## src/rtl/insn_sequencer_pkg.sv

```systemverilog
`default_nettype none
// ============================================================================
// Module  : insn_sequencer_pkg
// Brief   : Opcodes, ALU mode/flag indices, FSM encodings and operand selects
//           shared by the instruction sequencer and its decoder.
// Rev     : 1.0  initial release
// ============================================================================
package insn_sequencer_pkg;

    localparam int ALU_MODE_COUNT = 8;
    localparam logic [2:0] ALU_MODE_ADD      = 3'd0;
    localparam logic [2:0] ALU_MODE_SHIFT    = 3'd1;
    localparam logic [2:0] ALU_MODE_NOT      = 3'd2;
    localparam logic [2:0] ALU_MODE_AND      = 3'd3;
    localparam logic [2:0] ALU_MODE_OR       = 3'd4;
    localparam logic [2:0] ALU_MODE_XOR      = 3'd5;
    localparam logic [2:0] ALU_MODE_BYPASS_A = 3'd6;
    localparam logic [2:0] ALU_MODE_BYPASS_B = 3'd7;

    localparam int BC_FLAG_COUNT = 2;
    localparam int BC_FLAG_EQ    = 0;
    localparam int BC_FLAG_GT    = 1;

    localparam logic [3:0] OP_ADD  = 4'h0;
    localparam logic [3:0] OP_ADDI = 4'h1;
    localparam logic [3:0] OP_SH   = 4'h2;
    localparam logic [3:0] OP_SHI  = 4'h3;
    localparam logic [3:0] OP_NOT  = 4'h4;
    localparam logic [3:0] OP_AND  = 4'h5;
    localparam logic [3:0] OP_OR   = 4'h6;
    localparam logic [3:0] OP_XOR  = 4'h7;
    localparam logic [3:0] OP_LD   = 4'h8;
    localparam logic [3:0] OP_ST   = 4'h9;
    localparam logic [3:0] OP_LI   = 4'hA;
    localparam logic [3:0] OP_BEQ  = 4'hB;
    localparam logic [3:0] OP_BGT  = 4'hC;
    localparam logic [3:0] OP_JMP  = 4'hD;
    localparam logic [3:0] OP_NOP  = 4'hE;
    localparam logic [3:0] OP_HALT = 4'hF;

    localparam logic [1:0] ST_FETCH  = 2'd0;
    localparam logic [1:0] ST_DECODE = 2'd1;
    localparam logic [1:0] ST_EXEC   = 2'd2;
    localparam logic [1:0] ST_HALT   = 2'd3;

    typedef enum logic [1:0] {
        S_FETCH  = ST_FETCH,
        S_DECODE = ST_DECODE,
        S_EXEC   = ST_EXEC,
        S_HALT   = ST_HALT
    } state_t;

    localparam logic ASEL_ACC = 1'b0;
    localparam logic ASEL_PC  = 1'b1;
    localparam logic BSEL_REG = 1'b0;
    localparam logic BSEL_IMM = 1'b1;

    function automatic logic [ALU_MODE_COUNT-1:0] alu_onehot(input logic [2:0] idx);
        logic [ALU_MODE_COUNT-1:0] v;
        v      = '0;
        v[idx] = 1'b1;
        return v;
    endfunction

endpackage
`default_nettype wire

```

## src/rtl/insn_sequencer_decoder.sv

```systemverilog
`default_nettype none
// ============================================================================
// Module  : insn_decoder
// Brief   : Combinational opcode/operand decode into ALU controls and strobes.
// Rev     : 1.0  initial release
// ============================================================================
module insn_decoder
    import insn_sequencer_pkg::*;
#(
    parameter int BIT_COUNT = 8
) (
    input  logic [3:0]                i_opcode,
    input  logic [3:0]                i_opnd,
    output logic [ALU_MODE_COUNT-1:0] o_alu_mode,
    output logic                      o_a_sel,
    output logic                      o_b_sel,
    output logic [2:0]                o_reg_idx,
    output logic [BIT_COUNT-1:0]      o_imm_ext,
    output logic                      o_acc_wr,
    output logic                      o_reg_wr,
    output logic                      o_is_branch,
    output logic                      o_is_halt
);

    always_comb begin
        o_alu_mode  = '0;
        o_a_sel     = ASEL_ACC;
        o_b_sel     = BSEL_REG;
        // Index 7 is not a real register; it aliases x0.
        o_reg_idx   = (i_opnd[2:0] == 3'd7) ? 3'd0 : i_opnd[2:0];
        o_imm_ext   = {{(BIT_COUNT-4){1'b0}}, i_opnd};
        o_acc_wr    = 1'b0;
        o_reg_wr    = 1'b0;
        o_is_branch = 1'b0;
        o_is_halt   = 1'b0;
        case (i_opcode)
            OP_ADD:  begin o_alu_mode = alu_onehot(ALU_MODE_ADD);   o_acc_wr = 1'b1; end
            OP_ADDI: begin o_alu_mode = alu_onehot(ALU_MODE_ADD);   o_b_sel = BSEL_IMM; o_acc_wr = 1'b1; end
            OP_SH:   begin o_alu_mode = alu_onehot(ALU_MODE_SHIFT); o_acc_wr = 1'b1; end
            OP_SHI:  begin o_alu_mode = alu_onehot(ALU_MODE_SHIFT); o_b_sel = BSEL_IMM; o_acc_wr = 1'b1; end
            OP_NOT:  begin o_alu_mode = alu_onehot(ALU_MODE_NOT);   o_acc_wr = 1'b1; end
            OP_AND:  begin o_alu_mode = alu_onehot(ALU_MODE_AND);   o_acc_wr = 1'b1; end
            OP_OR:   begin o_alu_mode = alu_onehot(ALU_MODE_OR);    o_acc_wr = 1'b1; end
            OP_XOR:  begin o_alu_mode = alu_onehot(ALU_MODE_XOR);   o_acc_wr = 1'b1; end
            OP_LD:   begin o_alu_mode = alu_onehot(ALU_MODE_BYPASS_B); o_acc_wr = 1'b1; end
            OP_ST:   begin o_alu_mode = alu_onehot(ALU_MODE_BYPASS_A); o_reg_wr = 1'b1; end
            OP_LI:   begin o_alu_mode = alu_onehot(ALU_MODE_BYPASS_B); o_b_sel = BSEL_IMM; o_acc_wr = 1'b1; end
            OP_BEQ, OP_BGT, OP_JMP: begin
                // Target = own address + signed offset, computed by the ALU.
                o_alu_mode  = alu_onehot(ALU_MODE_ADD);
                o_a_sel     = ASEL_PC;
                o_b_sel     = BSEL_IMM;
                o_imm_ext   = {{(BIT_COUNT-4){i_opnd[3]}}, i_opnd};
                o_is_branch = 1'b1;
                if (i_opcode != OP_JMP) begin
                    o_reg_idx = 3'd0;
                end
            end
            OP_HALT: o_is_halt = 1'b1;
            default: ;
        endcase
    end

endmodule
`default_nettype wire

```

## src/rtl/insn_sequencer.sv

```systemverilog
`default_nettype none
// ============================================================================
// Module  : insn_sequencer
// Brief   : Fetch/decode/execute sequencer owning the PC, driving the ALU.
// Rev     : 1.0  initial release
// ============================================================================
module insn_sequencer
    import insn_sequencer_pkg::*;
#(
    parameter int                 BIT_COUNT = 8,
    parameter logic [BIT_COUNT-1:0] RESET_PC  = 8'h00
) (
    input  logic                      clk,
    input  logic                      rst,
    output logic                      mem_req,
    output logic [BIT_COUNT-1:0]      mem_addr,
    input  logic [BIT_COUNT-1:0]      mem_rdata,
    input  logic                      mem_ack,
    input  logic [BIT_COUNT-1:0]      alu_c,
    input  logic [BC_FLAG_COUNT-1:0]  bc_flags,
    output logic [ALU_MODE_COUNT-1:0] alu_mode,
    output logic                      a_sel,
    output logic                      b_sel,
    output logic [2:0]                reg_idx,
    output logic [BIT_COUNT-1:0]      imm_ext,
    output logic                      acc_we,
    output logic                      reg_we,
    output logic [BIT_COUNT-1:0]      pc,
    output logic                      halted
);

    localparam logic [BIT_COUNT-1:0] c_one = {{(BIT_COUNT-1){1'b0}}, 1'b1};

    state_t r_state;
    state_t w_state_nxt;

    logic [BIT_COUNT-1:0]      r_pc;
    logic                      r_mem_req;
    logic [ALU_MODE_COUNT-1:0] r_alu_mode;
    logic                      r_a_sel;
    logic                      r_b_sel;
    logic [2:0]                r_reg_idx;
    logic [BIT_COUNT-1:0]      r_imm_ext;
    logic                      r_acc_we;
    logic                      r_reg_we;
    logic                      r_halted;
    logic                      r_acc_wr;
    logic                      r_reg_wr;
    logic                      r_is_branch;
    logic                      r_is_halt;
    logic [3:0]                r_op;

    logic [ALU_MODE_COUNT-1:0] w_dec_mode;
    logic                      w_dec_a_sel;
    logic                      w_dec_b_sel;
    logic [2:0]                w_dec_reg_idx;
    logic [BIT_COUNT-1:0]      w_dec_imm;
    logic                      w_dec_acc_wr;
    logic                      w_dec_reg_wr;
    logic                      w_dec_is_branch;
    logic                      w_dec_is_halt;
    logic                      w_fetch_done;
    logic                      w_taken;

    insn_decoder #(
        .BIT_COUNT (BIT_COUNT)
    ) u_decoder (
        .i_opcode    (mem_rdata[7:4]),
        .i_opnd      (mem_rdata[3:0]),
        .o_alu_mode  (w_dec_mode),
        .o_a_sel     (w_dec_a_sel),
        .o_b_sel     (w_dec_b_sel),
        .o_reg_idx   (w_dec_reg_idx),
        .o_imm_ext   (w_dec_imm),
        .o_acc_wr    (w_dec_acc_wr),
        .o_reg_wr    (w_dec_reg_wr),
        .o_is_branch (w_dec_is_branch),
        .o_is_halt   (w_dec_is_halt)
    );

    // An ack only counts while our request is actually on the bus.
    assign w_fetch_done = (r_state == S_FETCH) && r_mem_req && mem_ack;

    assign w_taken = r_is_branch &&
                     ((r_op == OP_JMP) ||
                      ((r_op == OP_BEQ) && bc_flags[BC_FLAG_EQ]) ||
                      ((r_op == OP_BGT) && bc_flags[BC_FLAG_GT]));

    always_comb begin
        w_state_nxt = r_state;
        case (r_state)
            S_FETCH:  if (w_fetch_done) w_state_nxt = S_DECODE;
            S_DECODE: w_state_nxt = S_EXEC;
            S_EXEC:   w_state_nxt = r_is_halt ? S_HALT : S_FETCH;
            S_HALT:   w_state_nxt = S_HALT;
            default:  w_state_nxt = S_FETCH;
        endcase
    end

    always_ff @(posedge clk or posedge rst) begin
        if (rst) begin
            r_state <= S_FETCH;
        end else begin
            r_state <= w_state_nxt;
        end
    end

    always_ff @(posedge clk or posedge rst) begin
        if (rst) begin
            r_pc        <= RESET_PC;
            r_mem_req   <= 1'b0;
            r_alu_mode  <= '0;
            r_a_sel     <= 1'b0;
            r_b_sel     <= 1'b0;
            r_reg_idx   <= 3'd0;
            r_imm_ext   <= '0;
            r_acc_we    <= 1'b0;
            r_reg_we    <= 1'b0;
            r_halted    <= 1'b0;
            r_acc_wr    <= 1'b0;
            r_reg_wr    <= 1'b0;
            r_is_branch <= 1'b0;
            r_is_halt   <= 1'b0;
            r_op        <= 4'h0;
        end else begin
            r_mem_req <= (w_state_nxt == S_FETCH);
            case (r_state)
                S_FETCH: begin
                    // Decode straight off the bus so controls are valid during DECODE.
                    if (w_fetch_done) begin
                        r_op        <= mem_rdata[7:4];
                        r_alu_mode  <= w_dec_mode;
                        r_a_sel     <= w_dec_a_sel;
                        r_b_sel     <= w_dec_b_sel;
                        r_reg_idx   <= w_dec_reg_idx;
                        r_imm_ext   <= w_dec_imm;
                        r_acc_wr    <= w_dec_acc_wr;
                        r_reg_wr    <= w_dec_reg_wr;
                        r_is_branch <= w_dec_is_branch;
                        r_is_halt   <= w_dec_is_halt;
                    end
                end
                S_DECODE: begin
                    r_acc_we <= r_acc_wr;
                    r_reg_we <= r_reg_wr;
                end
                S_EXEC: begin
                    r_pc       <= w_taken ? alu_c : (r_pc + c_one);
                    r_alu_mode <= '0;
                    r_a_sel    <= 1'b0;
                    r_b_sel    <= 1'b0;
                    r_reg_idx  <= 3'd0;
                    r_imm_ext  <= '0;
                    r_acc_we   <= 1'b0;
                    r_reg_we   <= 1'b0;
                    r_halted   <= r_is_halt;
                end
                default: ;
            endcase
        end
    end

    assign mem_req  = r_mem_req;
    assign mem_addr = r_pc;
    assign pc       = r_pc;
    assign alu_mode = r_alu_mode;
    assign a_sel    = r_a_sel;
    assign b_sel    = r_b_sel;
    assign reg_idx  = r_reg_idx;
    assign imm_ext  = r_imm_ext;
    assign acc_we   = r_acc_we;
    assign reg_we   = r_reg_we;
    assign halted   = r_halted;

endmodule
`default_nettype wire
```

## config.mk

```make
export PLATFORM = sky130hd
export DESIGN_NAME = insn_sequencer
export DESIGN_NICKNAME = d
export VERILOG_FILES = /design/src/rtl/insn_sequencer_pkg.sv /design/src/rtl/insn_sequencer_decoder.sv /design/src/rtl/insn_sequencer.sv
export SDC_FILE = /design/constraint.sdc
export NUM_CORES = 1
export LEC_CHECK = 0
export BUFFER_PORTS_ARGS = -buffer_cell sky130_fd_sc_hd__buf_2
export CAP_MARGIN = 20
export CORE_MARGIN = 2
export CORE_UTILIZATION = 29
export CTS_CLUSTER_SIZE = 28
export DETAILED_ROUTE_END_ITERATION = 10
export SYNTH_ARGS = -nofsm -noshare
export SYNTH_HDL_FRONTEND = slang
export SYNTH_SLANG_ARGS = --single-unit
export TNS_END_PERCENT = 5
```

## constraint.sdc

```tcl
create_clock -name clk -period 1.9 [get_ports clk]
set_input_delay 0.19 -clock clk [delete_from_list [all_inputs] [get_ports clk]]
set_output_delay 0.19 -clock clk [all_outputs]
set_load 0.01 [all_outputs]
```

* Yosys cells after proc, flatten, opt, wreduce, memory -nomap -nowiden *
Index checks and enable logic that the tools add are counted.

operators by class
  add/subtract/negate cells = 1
  eq/ne operators = 23
  multiplexer cells = 26
  reductions and logical operators = 20

operators by type and width
  kind                                                                   number
  8-bit one-hot mux with 8 select lines                                  1
  4-bit equality test, second input constant                             10
  8-bit two-way mux                                                      4
  8-bit one-hot mux with 2 select lines                                  2
  4-bit by 3-bit equality test with 1-bit output, second input constant  4
  3-bit two-way mux                                                      4
  10-bit OR reduction                                                    1
  8-bit by 1-bit adder with 8-bit output, second input constant          1
  4-bit by 2-bit equality test with 1-bit output, second input constant  2
  1-bit one-hot mux with 2 select lines                                  4
  2-bit one-hot mux with 4 select lines                                  1
  1-bit two-way mux                                                      7
  3-bit one-hot mux with 2 select lines                                  1
  6-bit OR reduction                                                     1
  1-bit logical AND                                                      5
  5-bit OR reduction                                                     1
  2-bit equality test, second input constant                             2
  4-bit by 1-bit equality test with 1-bit output, second input constant  1
  2-bit zero test                                                        2
  4-bit zero test                                                        1
  2-bit two-way mux                                                      2
  4-bit != test, second input constant                                   1
  2-bit AND reduction                                                    2
  2-bit nonzero test                                                     2
  other kinds (6)                                                        8

word-level totals
  bits in registers = 43
  input bits = 21
  output and inout port bits = 41
  word-level logic and storage cells = 86

* Longest topological paths before layout *
  word-level depth = 6
  gate-level depth with buffers = 7
  depth with buffers taken out = 6

* Cells and area by module *
Synthesis repeated with hierarchy kept, for this count alone.

unflattened totals
  cell total of the unflattened synthesis = 212
  area, all modules = 2299.7 µm²

modules (own cells, without submodules)
  module          instances  cells each  area each (µm²)  sequential area each (µm²)
  insn_sequencer  1          168         1976.9           1076.0
  insn_decoder    1          44          322.8            0.0

* Worst setup path before layout *
Ideal clock, no wire load.

  path type = flip-flop to flip-flop
  start = register r_state[0]
  end = register r_halted, in the netlist halted
  library setup time = 0.128 ns
  arrival time = 1.446 ns
  required time = 1.772 ns
  setup slack = 0.326 ns
  cell stages (with the launch flop) = 6
  buffers on the path = 2
  clock period less this slack = 1.574 ns
  cells stage by stage = dfrtp_1 inv_1 ha_1 buf_2 buf_2 mux2_1

between the ends
  word-level cells in the longest chain between the ends = 1

ends and longest elaborated chain
  item                      line                   source
  start: declaration        insn_sequencer.sv:34   state_t r_state;
  start signal: assignment  insn_sequencer.sv:104  r_state <= w_state_nxt;
  2-bit equality test       insn_sequencer.sv:127  case (r_state)
  end signal: assignment    insn_sequencer.sv:156  r_halted <= r_is_halt;
  end: declaration          insn_sequencer.sv:46   logic r_halted;

Every way passes these cells.
A chain may end at the register's enable or synchronous reset.

* Final worst setup path *
  start = register r_state[0]
  end = register r_pc[6], in the netlist mem_addr[6]

between the ends
  word-level cells in the longest chain between the ends = 1

ends and longest elaborated chain
  item                    line                   source
  2-bit equality test     insn_sequencer.sv:127
  end signal: assignment  insn_sequencer.sv:148  r_pc <= w_taken ? alu_c : (r_pc + c_one);
  end: declaration        insn_sequencer.sv:37   logic [BIT_COUNT-1:0] r_pc;

Every way passes these cells.

==> flow_summary.json <==
{
  "drive_gt1_share_pct": 31.1,
  "drc": 0,
  "path_depth": 7,
  "fp.coreArea_sq_mm": 0.00729,
  "crit_required_ns": 2.08,
  "globalRouteMet3Util_pct": 3.15,
  "numPortBuffers": 61,
  "clock_sinks": 40,
  "reg2regPathDepth": 7,
  "synth_edf_count": 0,
  "postCtsResizedCells": 0,
  "cp_num_buf_inv": 2,
  "synth-simple-area-share_pct": 18.5,
  "period_needed_ns": 1.75,
  "nNetsFinal": 306,
  "clkTransAtPathRegs_ns": 0.08,
  "grt.busiest_layer": "met2",
  "cpMaxStageDelayCell": "dfrtp_1",
  "crit_fanout": 19,
  "status": "completed",
  "grt_pass1_wl_um": 8910,
  "crit_path_start_kind": "flip-flop",
  "synth_cell_types": 52,
  "avgSynthCellArea_sq_um": 9.55,
  "hold_violations": 0,
  "syn_inst": 230,
  "worst_pin_slew_ns": 0.519,
  "crit_chain": "inv_1 > ha_1 > buf_4 > nand3_1 > nor2_1 > nand2_1 > o221a_1",
  "antenna_left": 0,
  "fin_worst_skew_ns": 0.00384,
  "place_congestion": 0.887,
  "syn_area_sq_mm": 0.00220,
  "critPathMaxStageDelay_ns": 0.40,
  "start_util_pct": 30.1,
  "cts_tree": "built",
  "grt_max_degree": 41,
  "holdBufCountCts": 0,
  "cts_max_level": 2,
  "end_kind": "flip-flop",
  "track_usage_pct": 13.3,
  "dp_hpwl_um": 3880,
  "power.density_mw_per_mm2": 615,
  "async_flop_share_pct": 100,
  "fillers": 799,
  "cp-startpoint": "r_state[0]",
  "wirelength_um": 5280,
  "cpLargestDelayFamily": "flip-flops",
  "first_global_vias": 1766,
  "multiInputGateArea_sq_mm": 0.00101,
  "yosysWarningCount": 0,
  "most-common-layout-cells": "buf_2, dfrtp_1, nand2_1, o21ai_1, nand3_1",
  "finalPower_mw": 1.62,
  "cts_made_buffers": 5,
  "via_per_inst": 4.84,
  "fp.dieArea_sq_mm": 0.00829,
  "synth_flop_cell": "dfrtp_1",
  "syn_nets": 257,
  "grt_overflow_total": 0,
  "antennaDiodeCount": 0,
  "mostFrequentLayoutCell": "buf_2",
  "slew_headroom_pct": 65.4,
  "ir_drop_mv": 0.439,
  "die_width_um": 91.0,
  "finalSetupTns_ns": 0,
  "cp.arrival_ns": 1.93,
  "hp-class": "in -> async",
  "synth-compound-area-share_pct": 21.1,
  "slew_viol_final": 0,
  "use_met2_pct": 20.6,
  "first_pass_iters": 4,
  "power.static_leakage_nw": 1.31,
  "core.rowCount": 31,
  "use_met1_pct": 18.4,
  "synth_top_family_by_area": "compound AO/OA/AOI/OAI gates",
  "clk_latency_ns": 0.29,
  "areaGrowthSynthToFinish_pct": 19.9,
  "vias": 1835,
  "post_cts_buffers": 0,
  "cap_violations": 0,
  "die_y_um": 91.0,
  "synth-adder-area-share_pct": 3.42,
  "critPathKind": "reg -> reg",
  "cts_max_path_buffers": 2,
  "antenna_found_initial": 0,
  "pin_count": 62,
  "fmax_mhz": 571,
  "routedWlPerCell_um": 13.9,
  "synth-seq-cells": 40,
  "setup_violations": 0,
  "synth_mux_area_share_pct": 2.79,
  "first_iter_violations": 59,
  "synth-xor-area-share_pct": 0,
  "ys_seq_area_share_pct": 45.6,
  "crit-reg2reg-launch": "r_state[0]",
  "rsz0062_at_grt": "false",
  "fin_crit_sh_pct": 92.1,
  "ff_latch_area_sq_mm": 0.00100,
  "cts_root_buffer": "clkbuf_8"
}
==> stage by stage <==
step	setup WS (ns)	hold slack [ns]	util [%]	std cells	cell area, sq um
after floorplan	0.326	0.329	-	230	2200
after global placement	0.245	0.350	34.6	371	2530
after detailed placement	0.175	0.352	34.6	371	2530
after CTS	0.165	0.0359	36.1	379	2630
after global routing	0.00754	0.0682	36.1	379	2630
final	0.149	0.0115	36.1	379	2630
==> path summary, 6_finish.rpt <==
kind	end	slack, ns
setup reg to reg	mem_addr[6]	0.15
max in group asynchronous	alu_mode[5]	1.53
min in group clk	mem_addr[3]	0.14
setup / recovery	mem_addr[6]	0.15
hold / removal	halted	0.01
hold reg to reg	alu_mode[4]	0.49
==> where the power goes <==
part           internal [mW]  total (mW)  switching [mW]
clock                  0.390       0.695           0.305
sequential             0.850       0.850               0
combinational         0.0251      0.0739          0.0487
total                   1.27        1.62           0.354
==> kinds of logic (layout without fill, tap and decap cells) <==
family / count (synthesis) / in the layout
flip-flops: 40 / 40
buffers and inverters: 36 / 86
AO/OA/AOI/OAI: 62 / 62
adder cells (fa/ha/maj): 6 / 6
multiplexers: 6 / 6
AND/OR/NAND/NOR: 80 / 80
==> synth_stat cells (all sizes together) (3+ instances only) <==
master	count	share of area, %
a21oi	6	1.4
a22oi	3	1.0
a31o	3	1.2
a31oi	4	1.1
a32o	3	1.4
buf	22	6.2
clkbuf	4	0.74
dfrtp	40	46
ha	6	3.4
inv	10	1.7
mux2i	5	2.3
nand2	34	5.9
nand2b	5	1.4
nand3	13	3.0
nor2	10	1.7
o211ai	4	1.4
o21a	3	1.1
o21ai	17	4.4
o22ai	3	0.85
==> routing by layer <==
layer  wire length [um]  vias to the layer above
li1                   -                      908
met1               2500                      859
met2               2420                       63
met3                324                        5
met4                 40                        0
met5                  0                        -
==> sequential cells by signal (all words and copies together) (netlist names), 2 cells and up <==
signal    cells
alu_mode      8
r_state       2
reg_idx       3
r_op          4
mem_addr      8
imm_ext       5
==> final cells by class <==
type,instances,area share [%]
multi-input combinational,154,38.2
sequential,40,38.0
timing repair buffer,68,13.6
tap,99,4.70
clock buffer,6,2.76
inverter,10,1.43
clock inverter,2,1.33
==> worst reg2reg max path, delay by kind of cell (launching register included) <==
kind                     cells  cell delay, ns
AND/OR/NAND/NOR              3            0.29
buffers and inverters        2            0.40
adder cells (fa/ha/maj)      1            0.32
AO/OA/AOI/OAI                1            0.22
flip-flops                   1            0.40
(Power assumes the default switching activity.)
